$ cat src/rtl/mul_pkg.sv
// mul_pkg: shared types and helpers for the sequential RV32M/RV64M multiplier.
//   mul_op_e    : request opcode encoding (mul, mulh, mulhsu, mulhu)
//   mul_state_e : control states of mul_unit_seq
//   is_signed_a / is_signed_b / is_legal_op : opcode decode helpers
package mul_pkg;

   typedef enum logic [2:0] {
      MUL_OP_MUL    = 3'b001,
      MUL_OP_MULH   = 3'b010,
      MUL_OP_MULHSU = 3'b011,
      MUL_OP_MULHU  = 3'b100
   } mul_op_e;

   typedef enum logic [1:0] {
      ST_IDLE = 2'b00,
      ST_CALC = 2'b01,
      ST_FIX  = 2'b10,
      ST_DONE = 2'b11
   } mul_state_e;

   // rs1 is treated as signed for mulh and mulhsu
   function automatic logic is_signed_a(input logic [2:0] op);
      case (op)
         MUL_OP_MULH, MUL_OP_MULHSU: return 1'b1;
         default:                    return 1'b0;
      endcase
   endfunction

   // rs2 is treated as signed for mulh only
   function automatic logic is_signed_b(input logic [2:0] op);
      case (op)
         MUL_OP_MULH: return 1'b1;
         default:     return 1'b0;
      endcase
   endfunction

   function automatic logic is_legal_op(input logic [2:0] op);
      case (op)
         MUL_OP_MUL, MUL_OP_MULH, MUL_OP_MULHSU, MUL_OP_MULHU: return 1'b1;
         default:                                             return 1'b0;
      endcase
   endfunction

endpackage

$ cat src/rtl/mul_step.sv
// mul_step: combinational partial product for one BITS_PER_CYCLE slice of the
// multiplier magnitude, shifted into place and added to the accumulator.
//   acc_i     : running 2*XLEN accumulator
//   a_mag_i   : |rs1|, XLEN+1 bits so the most-negative value is exact
//   b_slice_i : current low slice of the shifted |rs2|
//   iter_i    : slice index (0 = least significant)
//   acc_o     : acc_i + a_mag_i * b_slice_i << (iter_i * BITS_PER_CYCLE)
module mul_step
   import mul_pkg::*;
#(
   parameter int XLEN           = 32,
   parameter int BITS_PER_CYCLE = 4,
   parameter int IW             = 3
) (
   input  logic [2*XLEN-1:0]         acc_i,
   input  logic [XLEN:0]             a_mag_i,
   input  logic [BITS_PER_CYCLE-1:0] b_slice_i,
   input  logic [IW-1:0]             iter_i,
   output logic [2*XLEN-1:0]         acc_o
);

   localparam int AW = 2 * XLEN;
   localparam int SW = $clog2(AW) + 1;

   logic [AW-1:0] pp_s;
   logic [SW-1:0] shamt_s;

   // Partial product and accumulate; the full product never exceeds AW bits
   always_comb begin
      pp_s    = AW'(a_mag_i) * AW'(b_slice_i);
      shamt_s = SW'(iter_i) * SW'(BITS_PER_CYCLE);
      acc_o   = acc_i + (pp_s << shamt_s);
   end

endmodule

$ cat src/rtl/mul_unit_seq.sv
// mul_unit_seq: sequential multiplier for mul/mulh/mulhsu/mulhu.
// Multiplies operand magnitudes BITS_PER_CYCLE bits per clock, applies the
// sign correction, and holds the selected product half until taken.
// Optional feature: define MUL_OPCACHE_EN to keep the last completed product
// so a repeat request on the same operands completes in one cycle.
// Ports:
//   clk, rst (async, active-high)
//   req_valid/req_ready/req_op/req_a/req_b : request handshake and operands
//   kill                                   : abort any in-flight operation
//   resp_valid/resp_ready/resp_res/resp_illegal : response handshake
module mul_unit_seq
   import mul_pkg::*;
#(
   parameter int XLEN           = 32,
   parameter int BITS_PER_CYCLE = 4
) (
   input  logic            clk,
   input  logic            rst,
   input  logic            req_valid,
   output logic            req_ready,
   input  logic [2:0]      req_op,
   input  logic [XLEN-1:0] req_a,
   input  logic [XLEN-1:0] req_b,
   input  logic            kill,
   output logic            resp_valid,
   input  logic            resp_ready,
   output logic [XLEN-1:0] resp_res,
   output logic            resp_illegal
);

   localparam int AW     = 2 * XLEN;
   localparam int N_ITER = XLEN / BITS_PER_CYCLE;
   localparam int CW     = $clog2(N_ITER + 1);
   localparam int IW     = (N_ITER > 1) ? $clog2(N_ITER) : 1;

   mul_state_e      state_q, state_d;
   logic [XLEN:0]   a_mag_q, a_mag_d;
   logic [XLEN:0]   b_mag_q, b_mag_d;
   logic [AW-1:0]   acc_q, acc_d;
   logic [CW-1:0]   cnt_q, cnt_d;
   logic            neg_q, neg_d;
   logic            hi_q, hi_d;
   logic [XLEN-1:0] res_q, res_d;
   logic            ill_q, ill_d;
   logic            ready_q, ready_d;
   logic            valid_q, valid_d;

`ifdef MUL_OPCACHE_EN
   logic            c_vld_q, c_vld_d;
   logic [XLEN-1:0] c_a_q, c_a_d, c_b_q, c_b_d;
   logic [1:0]      c_cls_q, c_cls_d;
   logic [AW-1:0]   c_prod_q, c_prod_d;
   logic [XLEN-1:0] key_a_q, key_a_d, key_b_q, key_b_d;
   logic [1:0]      key_cls_q, key_cls_d;
`endif

   logic            legal_s, sa_s, sb_s, hit_s;
   logic [XLEN:0]   a_ext_s, b_ext_s;
   logic [XLEN-1:0] hit_res_s;
   logic [AW-1:0]   step_acc_s, fixed_s;
   logic [IW-1:0]   iter_s;

   // Slice index counts up while the iteration counter counts down
   assign iter_s = IW'(CW'(N_ITER) - cnt_q);

   mul_step #(
      .XLEN           (XLEN),
      .BITS_PER_CYCLE (BITS_PER_CYCLE),
      .IW             (IW)
   ) u_step (
      .acc_i     (acc_q),
      .a_mag_i   (a_mag_q),
      .b_slice_i (b_mag_q[BITS_PER_CYCLE-1:0]),
      .iter_i    (iter_s),
      .acc_o     (step_acc_s)
   );

   // Next-state and datapath update for the IDLE/CALC/FIX/DONE sequence
   always_comb begin
      state_d = state_q;
      a_mag_d = a_mag_q;
      b_mag_d = b_mag_q;
      acc_d   = acc_q;
      cnt_d   = cnt_q;
      neg_d   = neg_q;
      hi_d    = hi_q;
      res_d   = res_q;
      ill_d   = ill_q;
`ifdef MUL_OPCACHE_EN
      c_vld_d   = c_vld_q;
      c_a_d     = c_a_q;
      c_b_d     = c_b_q;
      c_cls_d   = c_cls_q;
      c_prod_d  = c_prod_q;
      key_a_d   = key_a_q;
      key_b_d   = key_b_q;
      key_cls_d = key_cls_q;
`endif

      legal_s = is_legal_op(req_op);
      sa_s    = is_signed_a(req_op);
      sb_s    = is_signed_b(req_op);
      // Sign-extend to XLEN+1 only when the operand is signed for this op
      a_ext_s = {sa_s & req_a[XLEN-1], req_a};
      b_ext_s = {sb_s & req_b[XLEN-1], req_b};
      fixed_s = neg_q ? ({AW{1'b0}} - acc_q) : acc_q;

`ifdef MUL_OPCACHE_EN
      // mul only needs the low half, which is identical for every signedness
      hit_s = c_vld_q && (c_a_q == req_a) && (c_b_q == req_b) &&
              ((req_op == MUL_OP_MUL) || (c_cls_q == {sa_s, sb_s}));
      hit_res_s = (req_op == MUL_OP_MUL) ? c_prod_q[XLEN-1:0] : c_prod_q[AW-1:XLEN];
`else
      hit_s     = 1'b0;
      hit_res_s = {XLEN{1'b0}};
`endif

      if (kill) begin
         state_d = ST_IDLE;
      end else begin
         case (state_q)
            ST_IDLE: begin
               if (req_valid && !legal_s) begin
                  res_d   = {XLEN{1'b0}};
                  ill_d   = 1'b1;
                  state_d = ST_DONE;
               end else if (req_valid && hit_s) begin
                  res_d   = hit_res_s;
                  ill_d   = 1'b0;
                  state_d = ST_DONE;
               end else if (req_valid) begin
                  a_mag_d = a_ext_s[XLEN] ? ({(XLEN+1){1'b0}} - a_ext_s) : a_ext_s;
                  b_mag_d = b_ext_s[XLEN] ? ({(XLEN+1){1'b0}} - b_ext_s) : b_ext_s;
                  neg_d   = a_ext_s[XLEN] ^ b_ext_s[XLEN];
                  hi_d    = (req_op != MUL_OP_MUL);
                  acc_d   = {AW{1'b0}};
                  cnt_d   = CW'(N_ITER);
                  state_d = ST_CALC;
`ifdef MUL_OPCACHE_EN
                  key_a_d   = req_a;
                  key_b_d   = req_b;
                  key_cls_d = {sa_s, sb_s};
`endif
               end else begin
                  state_d = ST_IDLE;
               end
            end
            ST_CALC: begin
               acc_d   = step_acc_s;
               b_mag_d = b_mag_q >> BITS_PER_CYCLE;
               cnt_d   = cnt_q - CW'(1);
               if (cnt_q == CW'(1)) begin
                  state_d = ST_FIX;
               end else begin
                  state_d = ST_CALC;
               end
            end
            ST_FIX: begin
               acc_d   = fixed_s;
               res_d   = hi_q ? fixed_s[AW-1:XLEN] : fixed_s[XLEN-1:0];
               ill_d   = 1'b0;
               state_d = ST_DONE;
`ifdef MUL_OPCACHE_EN
               c_vld_d  = 1'b1;
               c_a_d    = key_a_q;
               c_b_d    = key_b_q;
               c_cls_d  = key_cls_q;
               c_prod_d = fixed_s;
`endif
            end
            ST_DONE: begin
               if (resp_ready) begin
                  state_d = ST_IDLE;
               end else begin
                  state_d = ST_DONE;
               end
            end
            default: state_d = ST_IDLE;
         endcase
      end

      // Handshake outputs are registered from the next state
      valid_d = (state_d == ST_DONE);
      ready_d = (state_d == ST_IDLE);
   end

   // State and datapath registers
   always_ff @(posedge clk or posedge rst) begin
      if (rst) begin
         state_q <= ST_IDLE;
         a_mag_q <= {(XLEN+1){1'b0}};
         b_mag_q <= {(XLEN+1){1'b0}};
         acc_q   <= {AW{1'b0}};
         cnt_q   <= {CW{1'b0}};
         neg_q   <= 1'b0;
         hi_q    <= 1'b0;
         res_q   <= {XLEN{1'b0}};
         ill_q   <= 1'b0;
         ready_q <= 1'b1;
         valid_q <= 1'b0;
`ifdef MUL_OPCACHE_EN
         c_vld_q   <= 1'b0;
         c_a_q     <= {XLEN{1'b0}};
         c_b_q     <= {XLEN{1'b0}};
         c_cls_q   <= 2'b00;
         c_prod_q  <= {AW{1'b0}};
         key_a_q   <= {XLEN{1'b0}};
         key_b_q   <= {XLEN{1'b0}};
         key_cls_q <= 2'b00;
`endif
      end else begin
         state_q <= state_d;
         a_mag_q <= a_mag_d;
         b_mag_q <= b_mag_d;
         acc_q   <= acc_d;
         cnt_q   <= cnt_d;
         neg_q   <= neg_d;
         hi_q    <= hi_d;
         res_q   <= res_d;
         ill_q   <= ill_d;
         ready_q <= ready_d;
         valid_q <= valid_d;
`ifdef MUL_OPCACHE_EN
         c_vld_q   <= c_vld_d;
         c_a_q     <= c_a_d;
         c_b_q     <= c_b_d;
         c_cls_q   <= c_cls_d;
         c_prod_q  <= c_prod_d;
         key_a_q   <= key_a_d;
         key_b_q   <= key_b_d;
         key_cls_q <= key_cls_d;
`endif
      end
   end

   assign req_ready    = ready_q;
   assign resp_valid   = valid_q;
   assign resp_res     = res_q;
   assign resp_illegal = ill_q;

endmodule

$ cat config.mk
export PLATFORM = sky130hd
export DESIGN_NAME = mul_unit_seq
export DESIGN_NICKNAME = d
export VERILOG_FILES = /design/src/rtl/mul_pkg.sv /design/src/rtl/mul_step.sv /design/src/rtl/mul_unit_seq.sv
export SDC_FILE = /design/constraint.sdc
export NUM_CORES = 1
export LEC_CHECK = 0
export BUFFER_PORTS_ARGS = -buffer_cell sky130_fd_sc_hd__buf_2
export CORE_MARGIN = 3
export CORE_UTILIZATION = 65
export CTS_BUF_LIST = sky130_fd_sc_hd__clkbuf_4 sky130_fd_sc_hd__clkbuf_8
export CTS_CLUSTER_SIZE = 20
export DETAILED_ROUTE_END_ITERATION = 7
export PLACE_DENSITY = 0.94
export SETUP_SLACK_MARGIN = 0.1
export SLEW_MARGIN = 5
export SYNTH_ARGS = -nofsm -noshare
export SYNTH_HDL_FRONTEND = slang
export SYNTH_SLANG_ARGS = --single-unit
$ cat constraint.sdc
create_clock -name clk -period 7.3 [get_ports clk]
set_input_delay 0.365 -clock clk [delete_from_list [all_inputs] [get_ports clk]]
set_output_delay 0.365 -clock clk [all_outputs]
set_load 0.05 [all_outputs]
Yosys cells after proc, flatten, opt, wreduce, memory -nomap -nowiden:

Index checks and enable logic that the tools add are counted.

* bits in registers: 173
* input bits: 72
* output and inout bits: 35
* logic and storage cells: 76

* add/sub/neg operators: 6
* $mul: 1
* equal/unequal tests: 13
* shift operators: 1
* multiplexer cells: 26
* bitwise logic cells: 5
* reductions and logical operators: 13

Operators with widths (count)
* 64-bit two-way mux: 3
* 64-bit one-hot mux with 3 select lines: 1
* 33-bit two-way mux: 4
* 33-bit one-hot mux with 2 select lines: 1
* 1-bit by 33-bit subtractor with 33-bit output, first input constant: 2
* 64-bit adder: 1
* 32-bit two-way mux: 2
* 32-bit one-hot mux with 2 select lines: 1
* 37-bit by 5-bit << shifter with 64-bit output: 1
* 1-bit by 64-bit subtractor with 64-bit output, first input constant: 1
* 33-bit by 4-bit multiplier with 37-bit output: 1
* 4-bit AND reduction: 3
* 2-bit two-way mux: 4
* 4-bit two-way mux: 2
* 2-bit one-hot mux with 4 select lines: 1
* 4-bit one-hot mux with 2 select lines: 1
* 2-bit equality test, second input constant: 3
* 3-bit by 2-bit equality test with 1-bit output, second input constant: 2
* 2-bit != test, second input constant: 3
* 1-bit two-way mux: 5
* 4-bit by 1-bit equality test with 1-bit output, second input constant: 1
* 2-bit logical NOT: 2
* 2-bit nonzero test: 2
* 4-bit OR reduction: 1
* 15 further kinds: 17

Longest topological paths before layout:

Gate-level depths: netlist (run 1).

* depth in word-level cells: 9
* gate-level depth with buffers: 30

Cells and area by module:

Synthesis (run 1) repeated with hierarchy kept, for this count alone.

* cells, all modules: 2651
* area total of the unflattened synthesis: 20611.0 um2

Modules (own cells, without submodules)
* mul_unit_seq: instances 1, cells an instance 1279, area each 11114.4 um2, seq. area each 4330.4 um2
* mul_step: instances 1, cells an instance 1372, area each 9496.6 um2, seq. area each 0.0 um2

Least setup slack after synthesis (run 1):

OpenSTA, ideal clock, no wires.

* path type: reg2reg
* from: reg b_mag_q[3]
* to: reg acc_q[61]
* setup time: 0.135 ns
* arrival: 6.523 ns
* required time: 7.165 ns
* setup slack: 0.642 ns
* stages on the path, launching flop included: 29
* clock period less this slack: 6.658 ns
* cells stage by stage: dfrtp_1 clkbuf_1 and2_1 fa_1 inv_1 fa_1 inv_1 ha_1 a21o_1 a21o_1 a221o_1 a21oi_1 a311oi_1 or2_2 a21oi_1 xor2_1 o21bai_1 a22o_1 ha_1 a21oi_1 o21bai_1 a21oi_1 inv_1 o31ai_1 o21ai_0 a21o_1 a221oi_1 xor2_1 o21ai_0

* cells in the longest elaborated chain, start to end: 4

RTL lines
* start: declaration: line mul_unit_seq.sv:38 `logic [XLEN:0] b_mag_q, b_mag_d;`
* start signal: assignment: line mul_unit_seq.sv:192 `b_mag_q <= {(XLEN+1){1'b0}};`
* start signal: assignment: line mul_unit_seq.sv:214 `b_mag_q <= b_mag_d;`
* 33-bit by 4-bit multiplier with 37-bit output: line mul_step.sv:30 `pp_s = AW'(a_mag_i) * AW'(b_slice_i);`
* 37-bit by 5-bit << shifter with 64-bit output: line mul_step.sv:32 `acc_o = acc_i + (pp_s << shamt_s);`
* 64-bit adder: line mul_step.sv:32
* 64-bit one-hot mux with 3 select lines: line mul_unit_seq.sv:121 `case (state_q)`
* end signal: assignment: line mul_unit_seq.sv:193 `acc_q <= {AW{1'b0}};`
* end: declaration: line mul_unit_seq.sv:39 `logic [AW-1:0] acc_q, acc_d;`

Every way passes these cells.
A chain may end at the register's enable or synchronous reset.

Worst setup path after layout (run 1):

* from: reg b_mag_q[1]
* to: reg acc_q[62]

The elaborated chain is that of the path after synthesis.

==> impl_metrics.yaml, run 1 <==
sta:
  hold_slack_ps: -32.0
  timing_hold_violations_final: 15
  setup_tns_ps: 0
  maxSlewHeadroom_pct: 21.8
  final.min_clock_period_ps: 7010
  worst_slew_pin_slew_ps: 1170
  maxSlewViolCount: 0
  finalSetupViolCount: 0
  skew_ps: 29.7
  final.period_utilization_pct: 96.1
  timing.fmax_ghz: 0.143
  setup_ws_ps: 287
synth:
  synth_top_family_by_area: "compound AO/OA/AOI/OAI gates"
  synth_fa_ha_area_share_pct: 13.8
  syn_inst: 2579
  synth_top_area_share_pct: 22.0
  synth.most_common_cell: "nand2_1"
  ys_top_cells_by_count: "nand2_1 (350), o21ai_0 (263), a21oi_1 (231)"
  synth_edf_count: 0
  ys.flop_type: "dfrtp_1"
  muxShareOfSynthArea_pct: 1.99
  synth_area_um2: 19600
  syn_nets: 2829
  ys_seq_area_share_pct: 22.1
  yosys_warnings: 0
  synth_xor_xnor_area_share_pct: 9.31
  synth_largest_area_cell: "dfrtp_1"
  synth_area_per_cell_um2: 7.59
  ys_types: 75
  ys_ff_latch: 173
  synthSimpleGateAreaFrac_pct: 21.5
  yosys-top-cells-area: "dfrtp_1 (22%), ha_1 (7.4%), o21ai_0 (6.7%)"
  synth_compound_area_share_pct: 25.5
  synthArstFlopShare_pct: 100
cts:
  clk_pin_slew_worst_paths_ps: 120
  cts.sinks: 173
  cts_root_buf: "clkbuf_8"
  h-tree-depth: 4
  clock_path_buffers: 2
  insertion_delay_ps: 550
  cts_inserted_buffers: 17
  cts_tree: "done"
finish:
  n_antenna_cell: 0
  multi_input_area_um2: 14400
  drive_gt1_share_pct: 11.8
  area_growth_pct: 9.27
  regArea_um2: 4340
  nFillCells: 2218
  final_nets: 2901
hold_path:
  min-delay-path-class: "in2async"
worst_setup_path:
  critPathRequiredTime_ps: 7710
  slowest_stage: "dfrtp_4"
  r2r_end: "acc_q[62]"
  cp_common_cell: "a21oi_1"
  timing.rr.start: "b_mag_q[1]"
  endpoint_kind: "register"
  r2r_slack_ps: 290
  reg2reg_depth: 29
  critical_path_class: "reg2reg"
  crit_fanout: 15
  crit_arrival_ps: 7420
  slowest_delay_ps: 570
  critPathLaunchType: "register"
drt:
  vias: 20200
  ant_nets: 0
  drt_pass1_iterations: 8
  wl_per_cell_um: 20.4
  viasPerCell: 6.64
  drtIter0Drc: 2595
  wirelength_mm: 62.3
  drcViolationCount: 0
floorplan:
  fp.dieW_um: 180
  boundaryPins: 107
  start_util_pct: 67.1
  die-area_um2: 32200
  core_um2: 29200
  die_h_um: 180
  rows: 62
global_route:
  grt_max_degree: 102
  grt_pass1_wl_mm: 96.5
  track_usage_pct: 36.3
  grt_antenna_before_repair: 0
  first_global_vias: 18700
  gr-total-overflow: 0
place:
  io_buffers: 106
  dp_hpwl_mm: 46.7
  globalplace.congestion: 1.03
  place_ws_ps: -65.0
flow_run:
  cap_violations: 0
status:
  status: "finished, violations left"
  violations: "hold timing"
-- repair_timing --
| action | CTS | global route |
|---|---|---|
| pin swaps | 0 | 13 |
| resized for setup | 6 | 72 |
| hold buffers | 0 | 0 |
| endpoints found under the setup margin | 12 | 29 |
| setup buffers | 0 | 12 |
-- per-layer routing --
layer / routed length [um] / up-vias / track usage [%]
met2: 28500 / 1253 / 58.1
li1: - / 9220 / -
met3: 5990 / 261 / 6.39
met4: 3850 / 0 / 19.7
met1: 23900 / 9513 / 47.0
met5: 0 / - / 0
-- worst max-delay path by stage --
stage / startpoint / to / slack, ps / cells after the start
6_report: b_mag_q[1] / acc_q[62] / 290 / 29
4_1_cts: b_mag_q[2] / acc_q[62] / 110 / 28
3_3_place_gp: b_mag_q[2] / acc_q[61] / 120 / 29
2_1_floorplan: b_mag_q[3] / acc_q[61] / 640 / 28
3_5_place_dp: b_mag_q[1] / acc_q[61] / -70 / 29
5_1_grt: b_mag_q[2] / acc_q[61] / -60 / 29
-- stage by stage --
stage / cells / util (%) / hold slack (ps) / cell area [um^2]
floorplan: 2579 / - / 450 / 19600
global placement: 3004 / 70.7 / 458 / 20600
detailed placement: 3004 / 70.7 / 468 / 20600
CTS: 3036 / 72.1 / 54.2 / 21000
global route: 3048 / 73.3 / 73.7 / 21400
finish: 3048 / 73.3 / -32.0 / 21400
-- worst max-delay path: cells and delay by family (launching register included) --
| kind | cells | cell delay, ps |
|---|---|---|
| buffers and inverters | 5 | 680 |
| AND/OR/NAND/NOR | 1 | 200 |
| AO/OA/AOI/OAI | 16 | 3080 |
| flip-flops | 1 | 570 |
| XOR/XNOR | 1 | 150 |
| adder cells (fa/ha/maj) | 4 | 1550 |
| multiplexers | 2 | 660 |
-- layout make-up --
cell class,count,share of cell area (%)
clock inverter,15,0.778
clock buffer,17,1.09
multi-input combinational,2108,67.4
tap,384,2.25
sequential,173,20.3
inverter,167,2.95
timing repair buffer,184,5.22
-- layout by cell type, fill, tap and decap left out, types with 14 or more instances in the layout --
cell,instances
a21o_1,58
a21oi_1,219
a22o_1,18
a22oi_1,16
a31oi_1,17
and2_1,114
and3_1,20
buf_2,106
buf_4,75
clkbuf_8,17
dfrtp_1,168
fa_1,63
ha_1,106
inv_1,165
mux2i_1,28
nand2_1,350
nand2b_1,14
nand3_1,25
nand4_1,17
nor2_1,174
nor3_1,61
nor4_1,14
o211ai_1,15
o21ai_0,247
o21bai_1,15
o221ai_1,29
o31ai_1,26
or3_1,19
xnor2_1,98
xor2_1,106
-- flip-flops by register name, indices dropped and copies added, names as in the netlist --
signal        flops
b_mag_q          33
resp_illegal      1
state_q           2
hi_q              1
resp_res         32
neg_q             1
acc_q            64
req_ready         1
cnt_q             4
resp_valid        1
a_mag_q          33
-- logic make-up (layout without fill, tap and decap cells) --
group	count (synthesis)	after routing
buffers and inverters	298	383
and+or+nand+nor	877	877
xor gates and xnor gates	208	208
DFF	173	173
muxes	37	37
adders and majority gates	178	178
AOI/OAI and AO/OA	808	808
Power of run 1 is not shown: default switching activity piles up to over one toggle a cycle in this logic, so the estimate is an artifact.
==> run 2, diff against run 1 <==
--- a/config.mk
+++ b/config.mk
@@ -7,11 +7,10 @@
 export LEC_CHECK = 0
 export BUFFER_PORTS_ARGS = -buffer_cell sky130_fd_sc_hd__buf_2
 export CORE_MARGIN = 3
-export CORE_UTILIZATION = 65
-export CTS_BUF_LIST = sky130_fd_sc_hd__clkbuf_4 sky130_fd_sc_hd__clkbuf_8
+export CORE_UTILIZATION = 64
 export CTS_CLUSTER_SIZE = 20
 export DETAILED_ROUTE_END_ITERATION = 7
-export PLACE_DENSITY = 0.94
+export PLACE_DENSITY = 0.93
 export SETUP_SLACK_MARGIN = 0.1
 export SLEW_MARGIN = 5
 export SYNTH_ARGS = -nofsm -noshare
==> impl_metrics.yaml, run 2 (synthesized netlist as in run 1, its figures left out) <==
sta:
  worst_slew_pin_slew_ps: 1050
  skew_ps: 11.2
  final.period_utilization_pct: 96.2
  maxSlewHeadroom_pct: 30.1
  hold_slack_ps: -12.2
  rsz0062_at_grt: "true"
  timing_hold_violations_final: 4
  finalSetupViolCount: 0
  maxSlewViolCount: 0
  final.min_clock_period_ps: 7020
  timing.fmax_ghz: 0.142
worst_setup_path:
  slowest_delay_ps: 530
  critPathRequiredTime_ps: 7700
  critPathLaunchType: "register"
  slowest_stage: "dfrtp_4"
  crit_arrival_ps: 7430
  r2r_end: "acc_q[41]"
  timing.rr.start: "b_mag_q[3]"
  endpoint_kind: "register"
  crit_fanout: 8
  critical_path_class: "reg2reg"
  reg2reg_depth: 29
  r2r_slack_ps: 280
global_route:
  first_global_vias: 19200
  track_usage_pct: 38.2
  grt_pass1_wl_mm: 102
  grt_antenna_before_repair: 0
  grt_max_degree: 96
  gr-total-overflow: 0
floorplan:
  rows: 63
  boundaryPins: 107
  start_util_pct: 65.5
  fp.dieW_um: 181
  die-area_um2: 32700
  die_h_um: 181
  core_um2: 29900
drt:
  ant_nets: 0
  wirelength_mm: 64.7
  vias: 20300
  viasPerCell: 6.56
  drtIter0Drc: 2377
  drt_pass1_iterations: 8
  wl_per_cell_um: 21.0
  drcViolationCount: 0
cts:
  cts_tree: "done"
  ctsHoldBuffers: 0
  cts_inserted_buffers: 17
  h-tree-depth: 4
  clock_path_buffers: 2
  cts.sinks: 173
  cts_root_buf: "clkbuf_16"
  insertion_delay_ps: 470
  clk_pin_slew_worst_paths_ps: 80
finish:
  n_antenna_cell: 0
  mostFrequentLayoutCells: "nand2_1 (350), o21ai_0 (241), a21oi_1 (213), nor2_1 (174), dfrtp_1 (169)"
  final_nets: 2935
  area_growth_pct: 12.6
  fin_cells: 3088
  largest_register: "acc_q"
  largest_registers: "acc_q: 64 flops, a_mag_q: 33 flops, b_mag_q: 33 flops"
  nFillCells: 2174
  drive_gt1_share_pct: 13.8
  layout_commonest_cell: "nand2_1"
  largest_register_ffs: 64
  fin_util_pct: 73.8
flow_run:
  cap_violations: 0
place:
  globalplace.congestion: 1.00
  placed_cells: 3036
  io_buffers: 106
  dp_hpwl_mm: 47.9
status:
  status: "finished, violations left"
  violations: "hold timing"
hold_path:
  min-delay-path-class: "in2async"
## run 2: per-stage QoR
step / hold WS [ps] / setup slack [ps] / cell area (um^2) / setup TNS, ps
finish: -12.2 / 277 / 22000 / 0
global placement: 460 / -21.4 / 20800 / -21.4
detailed placement: 472 / -150 / 20800 / -426
CTS: 74.9 / 101 / 21400 / 0
global route: 68.8 / -27.0 / 22000 / -27.0
floorplan: 450 / 642 / 19600 / 0
## run 2: worst max-delay path by stage
| stage | start | to | slack, ps | cells after the start |
|---|---|---|---|---|
| 2_1_floorplan | b_mag_q[3] | acc_q[61] | 640 | 28 |
| 4_1_cts | b_mag_q[3] | acc_q[61] | 100 | 29 |
| 3_5_place_dp | b_mag_q[3] | acc_q[61] | -150 | 29 |
| 3_3_place_gp | b_mag_q[3] | acc_q[61] | -20 | 29 |
| 6_report | b_mag_q[3] | acc_q[41] | 280 | 29 |
| 5_1_grt | b_mag_q[3] | acc_q[57] | -30 | 29 |
## run 2: timing repair
action / 4_1_cts / 5_1_grt
setup endpoints to repair: 14 / 30
buffers inserted: 0 / 20
pin swaps: 0 / 32
resized for setup: 4 / 109
## run 2: worst max-delay path: cells and delay by family (launching register included)
kind,cells,cell delay (ps)
compound gates,11,2510
flops,1,530
simple gates,8,1480
buf+inv,5,620
xor+xnor,1,230
fa+ha+maj,4,1580
## run 2: per-layer routing
metal,global-route usage [%],part of all wire (%),vias up
met5,0,0,-
met4,19.0,5.3,0
met3,6.18,8.5,227
met2,62.9,47,1206
met1,48.8,39,9547
li1,-,-,9286
## run 2: final cells by class
type                            instances  area, um^2  area share, %
Multi-Input combinational cell       2108       14600           66.2
Inverter                              167         632           2.87
Clock inverter                         13         160          0.727
Tap cell                              390         488           2.21
Sequential cell                       173        4340           19.7
Clock buffer                           19         443           2.01
Timing Repair Buffer                  218        1380           6.28
Power of run 2 is left out for the same reason.
